## src/rtl/dino_pkg.sv

```systemverilog
// Shared register map, FSM state type and coordinate/velocity types for the dino jump master.
package dino_pkg;

    localparam logic [2:0] REG_XCOOR = 3'd0;
    localparam logic [2:0] REG_YCOOR = 3'd1;
    localparam logic [2:0] REG_BG_R  = 3'd2;
    localparam logic [2:0] REG_BG_G  = 3'd3;
    localparam logic [2:0] REG_BG_B  = 3'd4;

    typedef enum logic [1:0] {
        INIT,
        IDLE,
        UPDATE,
        WRITE
    } dino_state_t;

    typedef logic [9:0]        ycoord_t;
    typedef logic signed [7:0] vel_t;

endpackage

```

## src/rtl/dino_physics.sv

```systemverilog
// One frame of jump/gravity physics as a pure combinational function of the current
// position, velocity and jump request.
module dino_physics
    import dino_pkg::*;
#(
    parameter ycoord_t GROUND_Y = 10'd360,
    parameter vel_t    JUMP_VEL = -8'sd12,
    parameter vel_t    GRAVITY  = 8'sd1
) (
    input  logic [9:0] y_i,
    input  logic [7:0] vel_i,
    input  logic       airborne_i,
    input  logic       jump_pending_i,
    output logic [9:0] y_n_o,
    output logic [7:0] vel_n_o,
    output logic       airborne_n_o,
    output logic       consume_o
);

    logic signed [10:0] sum;
    logic signed [10:0] takeoff;
    logic signed [8:0]  vel_inc;
    vel_t               takeoff_vel;

    always_comb begin
        sum         = $signed({1'b0, y_i}) + $signed({{3{vel_i[7]}}, vel_i});
        takeoff     = $signed({1'b0, y_i}) + $signed({{3{JUMP_VEL[7]}}, JUMP_VEL});
        vel_inc     = $signed({vel_i[7], vel_i}) + $signed({GRAVITY[7], GRAVITY});
        takeoff_vel = JUMP_VEL + GRAVITY;

        y_n_o        = y_i;
        vel_n_o      = vel_i;
        airborne_n_o = airborne_i;
        consume_o    = 1'b0;

        if (!airborne_i && jump_pending_i) begin
            y_n_o        = takeoff[9:0];
            vel_n_o      = takeoff_vel;
            airborne_n_o = 1'b1;
            consume_o    = 1'b1;
        end else if (airborne_i) begin
            if (sum >= $signed({1'b0, GROUND_Y})) begin
                y_n_o        = GROUND_Y;
                vel_n_o      = '0;
                airborne_n_o = 1'b0;
            end else if (sum[10]) begin
                // Ceiling clamp: stop at the top edge but stay airborne so gravity resumes.
                y_n_o   = '0;
                vel_n_o = '0;
            end else begin
                y_n_o   = sum[9:0];
                vel_n_o = (vel_inc > 9'sd127) ? 8'sd127 : vel_inc[7:0];
            end
        end
    end

endmodule

```

## src/rtl/dino_jump_master.sv

```systemverilog
// Avalon-MM write-only initiator: writes the init burst to the dino VGA peripheral, then
// steps the jump physics once per frame tick and writes the new Y to the YCOOR register.
module dino_jump_master
    import dino_pkg::*;
#(
    parameter ycoord_t    X_POS    = 10'd100,
    parameter ycoord_t    GROUND_Y = 10'd360,
    parameter vel_t       JUMP_VEL = -8'sd12,
    parameter vel_t       GRAVITY  = 8'sd1,
    parameter logic [7:0] BG_R     = 8'hFF,
    parameter logic [7:0] BG_G     = 8'hFF,
    parameter logic [7:0] BG_B     = 8'hFF
) (
    input  logic        clk,
    input  logic        reset,
    input  logic        jump,
    input  logic        frame_tick,
    input  logic        avm_waitrequest,
    output logic        avm_chipselect,
    output logic        avm_write,
    output logic [2:0]  avm_address,
    output logic [31:0] avm_writedata,
    output logic [9:0]  dino_y,
    output logic        airborne,
    output logic        init_done,
    output logic [7:0]  overrun
);

    dino_state_t state_q, state_d;
    logic [2:0]  idx_q, idx_d;
    ycoord_t     y_q, y_d;
    vel_t        vel_q, vel_d;
    logic        air_q, air_d;
    logic        pend_q, pend_d;
    logic        done_q, done_d;
    logic [7:0]  ovr_q, ovr_d;
    logic        wr_q, wr_d;
    logic [2:0]  addr_q, addr_d;
    logic [31:0] data_q, data_d;

    logic [9:0]  phys_y;
    logic [7:0]  phys_vel;
    logic        phys_air;
    logic        phys_consume;

    dino_physics #(
        .GROUND_Y (GROUND_Y),
        .JUMP_VEL (JUMP_VEL),
        .GRAVITY  (GRAVITY)
    ) u_physics (
        .y_i            (y_q),
        .vel_i          (vel_q),
        .airborne_i     (air_q),
        .jump_pending_i (pend_q),
        .y_n_o          (phys_y),
        .vel_n_o        (phys_vel),
        .airborne_n_o   (phys_air),
        .consume_o      (phys_consume)
    );

    function automatic logic [31:0] init_word(input logic [2:0] idx);
        case (idx)
            REG_XCOOR: return {22'b0, X_POS};
            REG_YCOOR: return {22'b0, GROUND_Y};
            REG_BG_R:  return {24'b0, BG_R};
            REG_BG_G:  return {24'b0, BG_G};
            REG_BG_B:  return {24'b0, BG_B};
            default:   return '0;
        endcase
    endfunction

    always_ff @(posedge clk) begin
        if (reset) begin
            state_q <= INIT;
            idx_q   <= '0;
            y_q     <= GROUND_Y;
            vel_q   <= '0;
            air_q   <= 1'b0;
            pend_q  <= 1'b0;
            done_q  <= 1'b0;
            ovr_q   <= '0;
            wr_q    <= 1'b0;
            addr_q  <= '0;
            data_q  <= '0;
        end else begin
            state_q <= state_d;
            idx_q   <= idx_d;
            y_q     <= y_d;
            vel_q   <= vel_d;
            air_q   <= air_d;
            pend_q  <= pend_d;
            done_q  <= done_d;
            ovr_q   <= ovr_d;
            wr_q    <= wr_d;
            addr_q  <= addr_d;
            data_q  <= data_d;
        end
    end

    always_comb begin
        state_d = state_q;
        idx_d   = idx_q;
        y_d     = y_q;
        vel_d   = vel_q;
        air_d   = air_q;
        pend_d  = pend_q;
        done_d  = done_q;
        ovr_d   = ovr_q;
        wr_d    = wr_q;
        addr_d  = addr_q;
        data_d  = data_q;

        // Requests seen while airborne or during the physics step itself are dropped.
        if (jump && !air_q && state_q != UPDATE) begin
            pend_d = 1'b1;
        end
        if (frame_tick && state_q != IDLE && ovr_q != 8'hFF) begin
            ovr_d = ovr_q + 8'd1;
        end

        unique case (state_q)
            INIT: begin
                if (!wr_q) begin
                    wr_d   = 1'b1;
                    addr_d = idx_q;
                    data_d = init_word(idx_q);
                end else if (!avm_waitrequest) begin
                    if (idx_q == REG_BG_B) begin
                        wr_d    = 1'b0;
                        addr_d  = '0;
                        data_d  = '0;
                        idx_d   = '0;
                        done_d  = 1'b1;
                        state_d = IDLE;
                    end else begin
                        // Load the next word on the accepting edge so the burst has no bubbles.
                        idx_d  = idx_q + 3'd1;
                        addr_d = idx_q + 3'd1;
                        data_d = init_word(idx_q + 3'd1);
                    end
                end
            end
            IDLE: begin
                if (frame_tick) begin
                    state_d = UPDATE;
                end
            end
            UPDATE: begin
                y_d   = phys_y;
                vel_d = phys_vel;
                air_d = phys_air;
                if (phys_consume) begin
                    pend_d = 1'b0;
                end
                wr_d    = 1'b1;
                addr_d  = REG_YCOOR;
                data_d  = {22'b0, phys_y};
                state_d = WRITE;
            end
            WRITE: begin
                if (!avm_waitrequest) begin
                    wr_d    = 1'b0;
                    addr_d  = '0;
                    data_d  = '0;
                    state_d = IDLE;
                end
            end
            default: begin
                state_d = INIT;
            end
        endcase
    end

    assign avm_write      = wr_q;
    assign avm_chipselect = wr_q;
    assign avm_address    = addr_q;
    assign avm_writedata  = data_q;
    assign dino_y         = y_q;
    assign airborne       = air_q;
    assign init_done      = done_q;
    assign overrun        = ovr_q;

endmodule

```

## config.mk

```make
export PLATFORM = sky130hd
export DESIGN_NAME = dino_jump_master
export DESIGN_NICKNAME = d
export VERILOG_FILES = /design/src/rtl/dino_pkg.sv /design/src/rtl/dino_physics.sv /design/src/rtl/dino_jump_master.sv
export SDC_FILE = /design/constraint.sdc
export NUM_CORES = 1
export LEC_CHECK = 0
export BUFFER_PORTS_ARGS = -buffer_cell sky130_fd_sc_hd__buf_2
export CAP_MARGIN = 5
export CELL_PAD_IN_SITES_DETAIL_PLACEMENT = 0
export CELL_PAD_IN_SITES_GLOBAL_PLACEMENT = 2
export CORE_UTILIZATION = 35
export DETAILED_ROUTE_END_ITERATION = 10
export PLACE_DENSITY_LB_ADDON = 0.1
export SYNTH_ARGS = -nofsm -noshare
export SYNTH_HDL_FRONTEND = slang
export SYNTH_SLANG_ARGS = --single-unit
```

## constraint.sdc

```tcl
create_clock -name clk -period 4.42 [get_ports clk]
set_clock_uncertainty 0.05 [all_clocks]
set_input_delay 0.442 -clock clk [delete_from_list [all_inputs] [get_ports clk]]
set_output_delay 0.442 -clock clk [all_outputs]
set_load 0.1 [all_outputs]
```

==> results of run 1 <==
==> area by class of cell <==
type	count	area share (%)
Clock buffer	5	1.84
Clock inverter	3	1.24
Inverter	16	1.61
Multi-Input combinational cell	351	59.8
Sequential cell	48	25.7
Tap cell	129	4.32
Timing Repair Buffer	40	5.43
==> routing by layer <==
metal,up-vias,wire length (um)
li1,1585,-
met1,1431,4080
met2,44,4430
met3,5,234
met4,0,66
met5,-,0
==> flip-flops by register name, summed over array words and instances, names as in the netlist <==
signal and cells:
state_q 2, avm_address 3, idx_q 3, pend_q 1, airborne 1, vel_q 8
avm_chipselect 1, init_done 1, avm_writedata 10, overrun 8, dino_y 10
==> worst max-delay path, cell delays in order (launching register included) <==
cell	delay (ns)
dfxtp_1	0.46
ha_1	0.26
inv_1	0.07
fa_1	0.41
nand2b_1	0.18
a21oi_1	0.22
o31ai_1	0.14
o21ai_1	0.34
xor2_1	0.14
nor2_1	0.34
nand3_1	0.18
a311oi_1	0.27
==> through the flow <==
| step | area (um^2) | hold slack (ns) |
|---|---|---|
| after global placement | 3620 | 0.385 |
| after floorplan | 3490 | 0.448 |
| after CTS | 3730 | 0.375 |
| final | 3730 | 0.385 |
| after detailed placement | 3620 | 0.400 |
| after global routing | 3730 | 0.383 |
==> kinds of logic (layout without fill, tap and decap cells) <==
| kind of cell | count (synthesis) | in the layout | share of synthesized area [%] |
|---|---|---|---|
| buf+inv | 55 | 64 | 8.59 |
| mux | 4 | 4 | 1.17 |
| flops | 48 | 48 | 28.2 |
| fa+ha+maj | 27 | 27 | 10.1 |
| compound gates | 121 | 121 | 24.3 |
| other cells | 1 | 22 | 0.110 |
| simple gates | 157 | 157 | 22.1 |
| xor+xnor | 20 | 20 | 5.36 |
==> cells in the final DEF (no fill, tap or decap), drive strengths merged, types with 4 or more instances in the layout <==
cell    instances
o21ai          24
a21o            7
conb           22
a311oi          8
nand3b          4
and3            6
nand3          19
nand4           8
mux2i           4
nand2          32
a31oi           9
nor4            6
nor3           12
ha             26
xor2           10
or3             6
inv            17
nor2           51
buf            40
clkbuf          5
xnor2          10
dfxtp          48
a21oi          41
==> worst max path at each step <==
| stage | start | end | slack, ns | cells past startpoint |
|---|---|---|---|---|
| floorplan | dino_y[0] | avm_writedata[8] | 0.96 | 11 |
| global placement | vel_q[0] | avm_writedata[6] | 1.35 | 11 |
| detailed placement | vel_q[0] | avm_writedata[6] | 1.25 | 11 |
| CTS | vel_q[0] | avm_writedata[6] | 1.24 | 11 |
| global route | vel_q[0] | avm_writedata[8] | 0.96 | 11 |
| finish | vel_q[0] | avm_writedata[0] | 1.26 | 11 |
==> where the power goes <==
| group | switching [W] | leakage (nW) | total, W | internal, W |
|---|---|---|---|---|
| clock | 0.000162 | 0.0548 | 0.000333 | 0.000171 |
| sequential | 0.0000924 | 0.391 | 0.000598 | 0.000506 |
| combinational | 0.000898 | 1.07 | 0.00117 | 0.000270 |
| total | 0.00115 | 1.51 | 0.00210 | 0.000947 |
==> flow_summary.yaml, run 1 <==
cells_and_area:
  antennaDiodeCount: 0
  multiInputGateArea_mm2: 0.00223
  stdcell_count: 592
  final_nets: 494
  area_growth_pct: 9.54
  final_util_pct: 40.0
  regArea_um2: 961
  fillerInstances: 994
  drive_above_1_share_pct: 13.0
timing:
  worst_slack_ns: 1.26
  tightest_slew_ns: 0.939
  hold_viol: 0
  slew_headroom_pct: 37.4
  period_share_pct: 71.5
  max_clock_freq_ghz: 0.317
  rsz0062_at_grt: "false"
  setup_viol: 0
  tns_ns: 0
  layout_min_cycle_time_ns: 3.16
  slew_violations: 0
power_and_ir_drop:
  finalPower_w: 0.00210
  peakVddDrop_mv: 0.352
  power_density_mw_per_mm2: 562
  power.leakage_nw: 1.51
place:
  hpwl_mm: 6.70
  io_buffer_count: 39
  dpl.cell_count: 584
  globalplace.congestion: 0.826
  dp_slack_ns: 1.25
routing:
  postRouteAntennaNets: 0
  wire_per_inst_um: 14.9
  num_vias: 3065
  viasPerCell: 5.18
  wirelength_mm: 8.81
  drtIter0Drc: 119
  dr.pass1.iters: 4
  drc: 0
logic_synthesis:
  syn_area_per_cell_um2: 7.87
  synth_warnings: 0
  postSynthCellCount: 433
  synth-edff-count: 0
  synthFlopType: "dfxtp_1"
  async_reset_ff_share_pct: 0
  synth_common_cells: "nor2_1 (50), dfxtp_1 (48), a21oi_1 (40)"
  yosys.area.top_type: "dfxtp_1"
  netlist.area_leader.share_pct: 28.2
  yosysMostFrequentCell: "nor2_1"
  ys_seq_area_share_pct: 28.2
  ys_seq_elements: 48
  yosysUniqueCellTypes: 60
  synth.area.top_cells: "dfxtp_1 (28%), ha_1 (9.5%), a21oi_1 (5.9%)"
  netlist_area_mm2: 0.00341
global_route:
  grt_use_total_pct: 18.0
  gr-total-overflow: 0
  grt_pass1_vias: 2892
  grt_max_degree: 50
  antenna_found_initial: 0
  top_usage_layer: "met2"
  grt_pass1_wl_mm: 14.4
  met3_usage_pct: 2.15
  met2_usage_pct: 32.2
  use_met1_pct: 22.9
clock_tree:
  cts.sinks: 48
  cts_tree: "built"
  clock_path_buffers: 2
  cts-root-buf: "clkbuf_8"
  clkTransAtPathRegs_ns: 0.10
  holdBufCountCts: 0
  clock_latency_ns: 0.31
  cts_max_level: 2
  cts_setup_buffers: 0
  numCtsBuffers: 5
  post_cts_resized: 0
floorplanning:
  die_y_um: 101
  start_util_pct: 36.6
  chipWidth_um: 101
  row_count: 35
  ioPinCount: 62
  core_area_mm2: 0.00933
  die_area_mm2: 0.0101
setup_path:
  worstPathArrival_ns: 3.32
  rr_startpoint: "vel_q[0]"
  cp-start-kind: "flip-flop"
  r2r_cells: 11
  critical_path_class: "flip-flop to flip-flop"
  rrSetupSlack_ns: 1.26
  cp_max_fo: 8
  cp-end-kind: "flip-flop"
  r2r_end: "avm_writedata[0]"
  crit_required_ns: 4.58
job:
  max_cap_violations: 0
worst_hold_path:
  hold_path.class: "input port to flip-flop"
  worstHoldStart: "jump"
  hold_depth: 3
  worstHoldEndpoint: "pend_q"
status:
  status: "finished, final reports clean"
No activity file was read; power rests on OpenSTA's default activity.
==> run 2: changes to the inputs <==
- ABC_AREA: unset -> 1
- CORE_UTILIZATION: 35 -> 27
- clock period: 4.42 -> 2.6 ns (I/O delays scaled with it)
==> flow_summary.yaml, run 2 <==
status:
  status: "finished, final reports clean"
routing:
  viasPerCell: 4.53
  drtIter0Drc: 161
  num_vias: 3368
  postRouteAntennaNets: 0
  dr.pass1.iters: 4
  wire_per_inst_um: 13.8
  wirelength_mm: 10.3
  drc: 0
setup_path:
  critical_path_class: "flip-flop to flip-flop"
  cp-start-kind: "flip-flop"
  rrSetupSlack_ns: 0.16
  cp-end-kind: "flip-flop"
  worstPathArrival_ns: 2.62
  cp_max_fo: 6
  crit_required_ns: 2.78
cells_and_area:
  fin_area_mm2: 0.00415
  antennaDiodeCount: 0
  area_growth_pct: 21.0
  final_cell_mix: "nand2_1 (110), inv_1 (68), a21oi_1 (58), o21ai_0 (44), buf_2 (39)"
  final_nets: 606
  final_common_cell: "nand2_1"
  drive_above_1_share_pct: 19.0
place:
  placedInstanceArea_mm2: 0.00385
  globalplace.congestion: 0.841
  io_buffer_count: 39
  hpwl_mm: 8.03
timing:
  setup_viol: 0
  period_share_pct: 93.7
  layout_min_cycle_time_ns: 2.44
  hold_viol: 0
  slew_headroom_pct: 40.5
  rsz0062_at_grt: "false"
  tightest_slew_ns: 0.891
  tns_ns: 0
  max_clock_freq_ghz: 0.410
  slew_violations: 0
clock_tree:
  clock_path_buffers: 2
  cts_tree: "built"
  clock_latency_ns: 0.30
  clkTransAtPathRegs_ns: 0.07
  cts-root-buf: "clkbuf_16"
  cts.sinks: 48
  numCtsBuffers: 5
  holdBufCountCts: 0
  cts_max_level: 2
power_and_ir_drop:
  power_density_mw_per_mm2: 1180
  peakVddDrop_mv: 0.506
  p_seq_share_pct: 22.1
  p_sw_w: 0.00273
  power.leakage_nw: 2.06
  pwr-share-comb_pct: 60.7
  p_clk_share_pct: 17.2
  internal_power_w: 0.00218
  swShare_pct: 55.6
global_route:
  gr-total-overflow: 0
  grt_max_degree: 30
  grt_pass1_vias: 3244
  antenna_found_initial: 0
  grt_use_total_pct: 16.4
  grt_pass1_wl_mm: 16.5
logic_synthesis:
  yosysUniqueCellTypes: 34
  async_reset_ff_share_pct: 0
  yosysMostFrequentCell: "nand2_1"
  synth_common_cells: "nand2_1 (113), inv_1 (69), a21oi_1 (64)"
  ys_seq_elements: 48
  postSynthCellCount: 519
  ys_seq_area_share_pct: 28.0
  syn_area_per_cell_um2: 6.60
  netlist.area_leader.share_pct: 28.0
  synth-edff-count: 0
  yosys.area.top_type: "dfxtp_1"
  netlist_area_mm2: 0.00343
  synth_warnings: 0
  synthFlopType: "dfxtp_1"
  synth.area.top_cells: "dfxtp_1 (28%), nand2_1 (12%), ha_1 (9.5%)"
floorplanning:
  die_area_mm2: 0.0131
  ioPinCount: 62
  start_util_pct: 28.1
  core_area_mm2: 0.0122
  die_y_um: 115
  row_count: 40
  chipWidth_um: 115
job:
  max_cap_violations: 0
worst_hold_path:
  hold_path.class: "input port to flip-flop"
[run 2: cell types whose count changed in the layout (fill, tap and decap cells not counted), moves of 9 or more]
cell	change
a21oi_1	+18
a31oi_1	-9
buf_4	+22
dfxtp_1	-13
dfxtp_2	+12
inv_1	+52
nand2_1	+78
nand3_1	+11
nor2_1	-14
o21ai_0	+23
[run 2: critical path: stages (launching register included)]
cell,delay (ns)
dfxtp_1,0.40
ha_2,0.34
a21oi_2,0.19
nor2_1,0.06
nor2_1,0.08
nand2_1,0.12
nand2_1,0.10
nand2_1,0.05
nand2_1,0.05
nand2_1,0.07
inv_1,0.08
nand2_2,0.07
nand2_4,0.10
nand2_4,0.07
nor3_4,0.27
nand2_2,0.12
a21oi_2,0.14
[run 2: area by class of cell]
cell class / instances / area (um^2)
Inverter: 69 / 259
Sequential cell: 48 / 980
Multi-Input combinational cell: 388 / 2140
Clock inverter: 2 / 38.8
Timing Repair Buffer: 62 / 368
Tap cell: 168 / 210
Fill cell: 1379 / 8060
Clock buffer: 6 / 150
[run 2: power by group through the flow]
stage          Clock (W)  Combinational, W  Sequential (W)
6_report        0.000845           0.00298         0.00109
5_1_grt         0.000898           0.00324         0.00112
4_1_cts         0.000873           0.00292         0.00108
3_5_place_dp           0           0.00291         0.00110
3_3_place_gp           0           0.00294         0.00110
2_1_floorplan          0           0.00146         0.00191
[run 2: logic make-up (layout without fill, tap and decap cells)]
family          after synthesis  after routing  synth area share [%]
other cells                   1             22                 0.109
simple gates                201            201                  25.1
flops                        48             48                  28.0
compound gates              127            127                  19.8
xor+xnor                     11             11                  2.81
fa+ha+maj                    27             27                  10.1
buf+inv                     104            139                  14.1
[run 2: per-layer routing]
layer | GRT usage (%) | wire length (um) | up-vias | part of all wire [%]
met5 | 0 | 0 | - | 0
met1 | 20.4 | 4850 | 1545 | 47
met3 | 2.86 | 325 | 10 | 3.2
met2 | 28.3 | 4910 | 50 | 48
li1 | - | - | 1763 | -
met4 | 6.06 | 175 | 0 | 1.7
[run 2: through the flow]
stage,power [W],hold slack (ns),util (%),setup slack (ns),std cells
after floorplan,0.00337,0.403,-,0.0990,540
after global placement,0.00404,0.401,31.5,0.0971,731
after detailed placement,0.00401,0.406,31.5,0.0772,731
after CTS,0.00488,0.225,33.0,0.0557,739
after global routing,0.00525,0.227,34.0,0.000769,743
final,0.00491,0.218,34.0,0.163,743
[run 2: path summary, 6_finish.rpt]
kind	cells past startpoint	end	startpoint
hold reg to reg	2	init_done	init_done
setup / recovery	16	avm_writedata[0]	vel_q[4]
hold / removal	3	pend_q	jump
setup reg to reg	16	avm_writedata[0]	vel_q[4]
[run 2: timing repair]
item	4_1_cts	5_1_grt
setup buffers	0	4
resized for setup	0	24
endpoints found under the setup margin	0	21
==> run 3: changes to the inputs <==
- REMOVE_ABC_BUFFERS: unset -> 1
==> flow_summary.yaml, run 3 (same netlist as run 2, synthesis figures left out) <==
status:
  status: "finished, final reports clean"
floorplanning:
  start_util_pct: 28.1
  chipWidth_um: 115
  die_y_um: 115
  die_area_mm2: 0.0131
  row_count: 40
  core_area_mm2: 0.0122
  ioPinCount: 62
cells_and_area:
  final_common_cell: "nand2_1"
  area_growth_pct: 22.3
  final_cell_mix: "nand2_1 (109), inv_1 (66), a21oi_1 (61), o21ai_0 (45), dfxtp_1 (44)"
  multiInputGateArea_mm2: 0.00212
  fillerInstances: 1392
  fin_area_mm2: 0.00419
  drive_above_1_share_pct: 18.6
  final_nets: 617
  antennaDiodeCount: 0
  regArea_um2: 966
power_and_ir_drop:
  pwr-share-comb_pct: 61.9
  finalPower_w: 0.00491
  peakVddDrop_mv: 0.579
  power.leakage_nw: 2.11
  p_clk_share_pct: 16.6
  p_seq_share_pct: 21.5
  p_sw_w: 0.00270
  power_density_mw_per_mm2: 1170
  internal_power_w: 0.00221
  swShare_pct: 55.0
global_route:
  met2_usage_pct: 26.0
  top_usage_layer: "met2"
  gr-total-overflow: 0
  grt_max_degree: 30
  grt_pass1_wl_mm: 16.1
  met3_usage_pct: 3.60
  grt_use_total_pct: 15.9
  antenna_found_initial: 0
  grt_pass1_vias: 3184
  use_met1_pct: 20.9
timing:
  setup_viol: 0
  max_clock_freq_ghz: 0.412
  hold_viol: 0
  period_share_pct: 93.4
  layout_min_cycle_time_ns: 2.43
  tightest_slew_ns: 0.984
  slew_violations: 0
  slew_headroom_pct: 34.3
setup_path:
  slowest_delay_ns: 0.43
  cp-end-kind: "flip-flop"
  crit_top_cell: "nand2_2"
  path_cells: "ha_4, inv_2, fa_2, inv_2, nand2_2, nand3_2, nand2_1, nand2_2, inv_2, nand3_2, nand2_1, nand2_2, nand2_2, nand2_4, nand2_4, nor3_4, nand2_1, a21oi_1"
  cp-start-kind: "flip-flop"
  critical_path_class: "flip-flop to flip-flop"
  cp_max_fo: 4
  cpMaxStageDelayCell: "fa_2"
  crit_required_ns: 2.78
  worstPathArrival_ns: 2.61
worst_hold_path:
  hold_path.class: "input port to flip-flop"
clock_tree:
  cts.sinks: 48
  clkTransAtPathRegs_ns: 0.07
  clock_latency_ns: 0.30
  clock_path_buffers: 2
  cts_max_level: 2
  cts-root-buf: "clkbuf_16"
  numCtsBuffers: 5
  holdBufCountCts: 0
  cts_tree: "built"
place:
  io_buffer_count: 39
  placedInstanceArea_mm2: 0.00388
  hpwl_mm: 7.60
  globalplace.congestion: 0.808
routing:
  num_vias: 3387
  wire_per_inst_um: 13.1
  drc: 0
  dr.pass1.iters: 4
  postRouteAntennaNets: 0
  drtIter0Drc: 115
  viasPerCell: 4.49
  wirelength_mm: 9.89
job:
  max_cap_violations: 0
[run 3: changes by cell type in the layout (fill, tap and decap cells not counted), moves of 3 or more]
| cell | delta |
|---|---|
| dfxtp_2 | -8 |
| dfxtp_1 | +9 |
| a21oi_2 | -3 |
| buf_4 | +11 |
| a21oi_1 | +3 |
[run 3: per-layer routing]
layer / up-vias / part of all wire [%]
met3: 6 / 3.9
met1: 1545 / 49
met4: 0 / 1.1
met5: - / 0
li1: 1783 / -
met2: 53 / 46
[run 3: worst paths after layout]
path	startpoint	endpoint	slack, ns	cells past startpoint
max	vel_q[0]	dino_y[0]	0.17	18
min	jump	pend_q	0.25	3
max reg2reg	vel_q[0]	dino_y[0]	0.17	18
min reg2reg	avm_address[1]	avm_address[1]	0.41	2
[run 3: final cells by class]
cell class / count / area share (%)
clock inverters: 1 / 0.716
repair buffers: 73 / 10.7
clock buffers: 7 / 3.64
multi-input cells: 388 / 50.7
flip-flops and latches: 48 / 23.0
well taps: 168 / 5.01
inverters: 69 / 6.18
[run 3: what timing repair did]
item / in CTS / in global routing
setup buffers: 0 / 9
gates resized for setup: 0 / 22
hold endpoints to repair: 0 / 0
endpoints found under the setup margin: 0 / 19
[run 3: worst max-delay path, delay by kind of cell, from the launching register on]
| family | cells | cell delay [ns] |
|---|---|---|
| adder cells (fa/ha/maj) | 2 | 0.58 |
| AND/OR/NAND/NOR | 12 | 1.05 |
| flip-flops | 1 | 0.36 |
| buffers and inverters | 3 | 0.17 |
| AO/OA/AOI/OAI | 1 | 0.14 |
[run 3: stage by stage]
step	setup TNS (ns)	hold slack, ns	setup WS (ns)	util (%)	instances
3_3_place_gp	0	0.403	0.0802	31.7	737
4_1_cts	0	0.242	0.00237	33.2	745
6_report	0	0.248	0.172	34.3	754
3_5_place_dp	0	0.407	0.0470	31.7	737
5_1_grt	-0.0372	0.272	-0.0337	34.3	754
2_1_floorplan	-9.81	0.279	-0.400	-	505
[run 3: power by group through the flow]
stage          clock, W  sequential [W]  combinational (W)
2_1_floorplan         0         0.00198            0.00133
3_3_place_gp          0         0.00107            0.00293
3_5_place_dp          0         0.00107            0.00291
4_1_cts        0.000845         0.00106            0.00292
5_1_grt        0.000860         0.00108            0.00333
6_report       0.000816         0.00105            0.00304
